<file path="src/rtl/apa102_out.sv">
// APA102 serial transmitter: start frame of 32 zeros, NUM_LEDS 32-bit LED frames
// MSB-first, then an end frame of 32 ones, with sck derived by a fixed divider.
module apa102_out #(
  parameter int CLK_DIV  = 2,
  parameter int NUM_LEDS = 7
) (
  input  logic                     clk,
  input  logic                     rst,
  input  logic                     start,
  input  logic [32*NUM_LEDS-1:0]   data_in,
  output logic                     busy,
  output logic                     done,
  output logic                     sck,
  output logic                     sda
);

  localparam int DATA_BITS  = 32 * NUM_LEDS;
  localparam int TOTAL_BITS = DATA_BITS + 64;
  localparam int CNT_W      = $clog2(TOTAL_BITS);
  localparam int DIV_W      = 8;

  localparam logic [CNT_W-1:0] START_LAST = CNT_W'(31);
  localparam logic [CNT_W-1:0] DATA_LAST  = CNT_W'(31 + DATA_BITS);
  localparam logic [CNT_W-1:0] END_LAST   = CNT_W'(TOTAL_BITS - 1);
  localparam logic [DIV_W-1:0] DIV_LAST   = DIV_W'(CLK_DIV - 1);

  typedef enum logic [1:0] {IDLE, START_FR, DATA, END_FR} state_t;

  state_t                 state_reg,  state_next;
  logic [DIV_W-1:0]       div_reg,    div_next;
  logic [CNT_W-1:0]       bit_reg,    bit_next;
  logic [DATA_BITS-1:0]   shift_reg,  shift_next;
  logic                   sck_reg,    sck_next;
  logic                   sda_reg,    sda_next;
  logic                   busy_reg,   busy_next;
  logic                   done_reg,   done_next;

  always_ff @(posedge clk or posedge rst) begin
    if (rst) begin
      state_reg <= IDLE;
      div_reg   <= '0;
      bit_reg   <= '0;
      shift_reg <= '0;
      sck_reg   <= 1'b0;
      sda_reg   <= 1'b0;
      busy_reg  <= 1'b0;
      done_reg  <= 1'b0;
    end else begin
      state_reg <= state_next;
      div_reg   <= div_next;
      bit_reg   <= bit_next;
      shift_reg <= shift_next;
      sck_reg   <= sck_next;
      sda_reg   <= sda_next;
      busy_reg  <= busy_next;
      done_reg  <= done_next;
    end
  end

  always_comb begin
    state_next = state_reg;
    div_next   = div_reg;
    bit_next   = bit_reg;
    shift_next = shift_reg;
    sck_next   = sck_reg;
    sda_next   = sda_reg;
    busy_next  = busy_reg;
    done_next  = 1'b0;

    if (state_reg == IDLE) begin
      if (start) begin
        shift_next = data_in;
        bit_next   = '0;
        div_next   = '0;
        busy_next  = 1'b1;
        sck_next   = 1'b0;
        sda_next   = 1'b0;
        state_next = START_FR;
      end
    end else if (div_reg != DIV_LAST) begin
      div_next = div_reg + 1'b1;
    end else begin
      div_next = '0;
      if (!sck_reg) begin
        sck_next = 1'b1;
      end else begin
        // Falling edge: finish the current bit and present the next one on sda.
        sck_next = 1'b0;
        bit_next = bit_reg + 1'b1;
        if (state_reg == START_FR) begin
          if (bit_reg == START_LAST) begin
            state_next = DATA;
            sda_next   = shift_reg[DATA_BITS-1];
            shift_next = {shift_reg[DATA_BITS-2:0], 1'b0};
          end
        end else if (state_reg == DATA) begin
          if (bit_reg == DATA_LAST) begin
            state_next = END_FR;
            sda_next   = 1'b1;
          end else begin
            sda_next   = shift_reg[DATA_BITS-1];
            shift_next = {shift_reg[DATA_BITS-2:0], 1'b0};
          end
        end else if (bit_reg == END_LAST) begin
          state_next = IDLE;
          sda_next   = 1'b0;
          busy_next  = 1'b0;
          done_next  = 1'b1;
          bit_next   = '0;
        end
      end
    end
  end

  assign busy = busy_reg;
  assign done = done_reg;
  assign sck  = sck_reg;
  assign sda  = sda_reg;

endmodule
</file>
<file path="config.mk">
export PLATFORM = sky130hd
export DESIGN_NAME = apa102_out
export DESIGN_NICKNAME = d
export VERILOG_FILES = /design/src/rtl/apa102_out.sv
export SDC_FILE = /design/constraint.sdc
export NUM_CORES = 1
export LEC_CHECK = 0
export CAP_MARGIN = 20
export CORE_MARGIN = 2
export CORE_UTILIZATION = 50
export DETAILED_ROUTE_END_ITERATION = 7
export PLACE_DENSITY = 0.89
export SYNTH_ARGS = -nofsm -noshare
export SYNTH_HDL_FRONTEND = slang
export SYNTH_SLANG_ARGS = --single-unit
</file>
<file path="constraint.sdc">
create_clock -name clk -period 11.15 [get_ports clk]
set_clock_uncertainty 0.1 [all_clocks]
set_input_delay 2.7875 -clock clk [delete_from_list [all_inputs] [get_ports clk]]
set_output_delay 2.7875 -clock clk [all_outputs]
set_load 0.05 [all_outputs]
</file>
After elaboration in Yosys (flattened, before gate mapping)
Cells that the tools add are included.
Widths: inputs -> output; s select.
Storage, ports and cells
  register bits: 247
  bits of input ports: 227
  output and inout bits: 4
Operators by class
  $add $sub $neg: 2
  equal/unequal tests: 13
  muxes and demuxes: 51
  reductions and logical operators: 11
Operators with widths (number)
  $mux 224: 8
  $mux 9: 7
  $mux 1: 24
  $mux 8: 3
  $mux 2: 9
  $reduce_and 6->1: 3
  $add 9x1->9 const B: 1
  $eq 9x5->1 const B: 1
  $eq 9x8->1 const B: 1
  $eq 9x9->1 const B: 1
  $add 8x1->8 const B: 1
  $ne 2x2->1 const B: 4
  $ne 8x1->1 const B: 1
  $reduce_and 5->1: 1
  $ne 4x3->1 const B: 1
  $reduce_bool 2->1: 2
  $reduce_bool 4->1: 1
  $ne 3x2->1 const B: 1
  $ne 3x3->1 const B: 1
  $reduce_and 3->1: 1
  $reduce_bool 3->1: 1
  $eq 2x1->1 const B: 1
  $eq 2x2->1 const B: 1
  $logic_not 2->1: 1
  $reduce_and 2->1: 1

Longest topological paths before layout
  depth in word-level cells: 7
  depth in mapped cells: 11

Worst setup path before layout
No wires, ideal clock.
  path kind: input port to flip-flop
  start point: input start
  end point: register shift_reg[36]
  arrival: 3.961 ns
  required time: 10.922 ns
  slack: 6.962 ns
  stages on the path: 6
  buffers on the path: 2
  cell sequence: and2_1 -> a41oi_1 -> nor3_4 -> buf_2 -> buf_4 -> mux2_1
On the way
  longest elaborated chain between the ends: 2
Ends and longest elaborated chain
  start, declared: RTL line 9  | input logic start,
  $ne 2x2->1 (no line)
  $reduce_and 6->1 (no line)
  end signal, assigned: RTL line 52  | shift_reg <= shift_next;
  end, declared: RTL line 32  | logic [DATA_BITS-1:0] shift_reg, shift_next;
Every way passes these cells.
A chain may end at the register's enable or synchronous reset.

Final worst setup path
  start point: input start
  end point: register shift_reg[202]
Same word-level chain as after synthesis.

==> metrics.txt <==
status completed; IO buf count between 200 and 250; syn avg cell area 14.1 um^2; Nets roughly 1,300; total iterations of the first detailed-routing run 4; filler instances roughly 1,800; setup TNS 0 ps; final worst slack around 5700 ps; CTS buffer count 27; GRT overflow 0; diode count 0; Clock Tree Root clkbuf_16; via count between 7,000 and 8,000; top_reg_cell synth dfrtp_1; count leader, synth mux2_2; worst slew pin tran 1030 ps; H-tree depth 1; worst setup path class in2reg; # hold bufs at CTS 0; worst-case reg-to-reg path depth 10; die width approximately 160 um; distinct cell type count after synthesis between 40 and 50; # Post-CTS Setup Buffers 0; Final period util approximately half; RSZ-0062 raised after global routing no; vias in the first global route between 8,000 and 9,000; number of synthesized flops with an enable pin 0; Synth area leader dfrtp_1; Max VDD drop between 150 and 200 uV; clk slew on worst S/H paths around 60 ps; Tmin final 5430 ps; area of the core 24,200 um^2; DR WL/cell 17.5 um; DRT antenna net count 0; number of flip-flops in the largest register about 220; reg2reg start bit_reg[0]; layout cells sized above 1 between 30% and 40%; register bit total from synthesis approximately 250; Reg2Reg Capture Point shift_reg[202]; Syn Nets 1,107; max frequency about 180 MHz; HP Start shift_reg[171]; post-synthesis sequential area ratio between 50% and 60%; CP arrival about 5700 ps; Max Slew Vio Count 0; Cells after Synth 872; top-level I/O count between 200 and 250; cell area after synthesis 12,300 um^2; Hold Path Class reg2reg; Post-Route WL 24,900 um; Num Clock Sinks between 200 and 250; top cells by area, synth dfrtp_1 50%, mux2_2 26%, mux2_1 15%; Power Dens Cells 264 nW/um^2; final hold vios 0; Detailed Route Iter0 Violations 384; DIE HEIGHT about 160 um; CP Launch Type input port; DRC 0; post-DP HPWL around 17,000 um; Max transition margin around 31%; post-synth top area share between 50% and 60%; die area about 26,000 um^2; CP required ~11,000 ps; clk buf depth 3; Pleak 6.63 nW; largest net degree at the start of global routing between 100 and 150; Max Cap Viol 0; Async S/R FF share, synth 100%; gr usage total about a fifth; CTS tree yes; Syn. warnings 0; via density per instance ~5.4; FF-to-FF setup slack between 7000 and 8000 ps; placer congestion estimate roughly 0.77; hold path depth 1; WHS Endpoint shift_reg[171]; area delta synth->final 27.3%; first-pass GRT wire length around 40,000 um; pre-CTS setup slack between 5000 and 6000 ps; cts repair resizes 0; Worst-Skew Late Latency 520 ps; Initial Util 50.7%; # setup viols final 0; row count 57; CP Max Fanout 77; initial antenna violation count 0; top cells by count, synth 289 x mux2_2, 247 x dfrtp_1, 159 x mux2_1, 29 x clkbuf_1; CP endpoint kind register
cells by family after synthesis:
family / after synthesis / share of synthesized area (%)
AOI/OAI and AO/OA: 40 / 2.12
xor gates and xnor gates: 3 / 0.214
adders and majority gates: 8 / 0.814
buffers and inverters: 61 / 2.45
DFF: 247 / 50.2
muxes: 449 / 41.1
and+or+nand+nor: 64 / 3.07
layer usage:
layer	up-vias	part of all wire, %	track usage [%]	wire length, um
li1	3600	-	-	-
met1	3780	44	25.3	10800
met2	214	47	31.8	11700
met3	35	7.2	5.19	1800
met4	0	2.1	4.10	533
met5	-	0	0	0
placed cells by master (no fill, tap or decap), types with 2 or more instances in the layout:
cell             Yosys  final
mux2_2             289    289
dfrtp_1            247    247
clkdlybuf4s50_1      0    230
mux2_1             159    159
clkbuf_16            0     27
nand2_1             17     17
o21ai_0             15     15
clkbuf_1            29     10
inv_1                8      7
and3_1               7      7
ha_1                 8      7
nand2b_1             6      6
nand3_1              6      6
a21o_1               6      6
buf_4               17      6
nor2_1               5      5
nor3_1               5      5
nor3b_1              4      4
a21oi_1              4      4
clkbuf_8             0      4
nor2b_1              3      3
a41oi_1              3      3
a31oi_1              2      2
nand4_1              2      2
o22ai_1              2      2
o211ai_1             2      2
xnor2_1              2      2
o2bb2ai_1            2      2
bufinv_16            0      2
per-stage QoR:
| stage | area, um^2 | hold slack (ps) | utilization [%] | total power, mW | instances |
|---|---|---|---|---|---|
| 2_1_floorplan | 12300 | 354 | - | 2.95 | 872 |
| 3_3_place_gp | 14800 | 362 | 61.1 | 3.21 | 1380 |
| 3_5_place_dp | 14800 | 371 | 61.1 | 3.30 | 1380 |
| 4_1_cts | 15700 | 385 | 64.6 | 4.18 | 1424 |
| 5_1_grt | 15700 | 393 | 64.6 | 4.42 | 1424 |
| 6_report | 15700 | 378 | 64.6 | 4.13 | 1424 |
worst max-delay path by stage:
stage                     start              to  slack [ps]  cells after the start
after floorplan             rst      bit_reg[0]        1480                      1
after global placement    start  shift_reg[199]        5240                      6
after detailed placement  start  shift_reg[202]        5230                      6
after CTS                 start  shift_reg[208]        5750                      6
after global routing      start  shift_reg[202]        5590                      6
final                     start  shift_reg[202]        5720                      6
cell type report:
class | count | area [um^2] | share of cell area, %
sequential | 247 | 6180 | 39.5
multi-input combinational | 564 | 5830 | 37.2
timing repair buffer | 237 | 2370 | 15.1
clock buffer | 41 | 768 | 4.91
tap | 324 | 405 | 2.59
clock inverter | 3 | 65.1 | 0.416
inverter | 8 | 37.5 | 0.240
report_power, final:
part / switching, mW / internal (mW) / total (mW)
combinational: 0.685 / 1.04 / 1.73
clock: 0.339 / 0.514 / 0.853
sequential: 0.218 / 1.33 / 1.55
total: 1.24 / 2.89 / 4.13
worst max-delay path, stage by stage:
cell	delay (ps)
clkdlybuf4s50_1	520
and2_1	200
a41oi_1	90
nor3_4	750
buf_4	870
mux2_2	420
No activity file was read; power rests on OpenSTA's default activity.
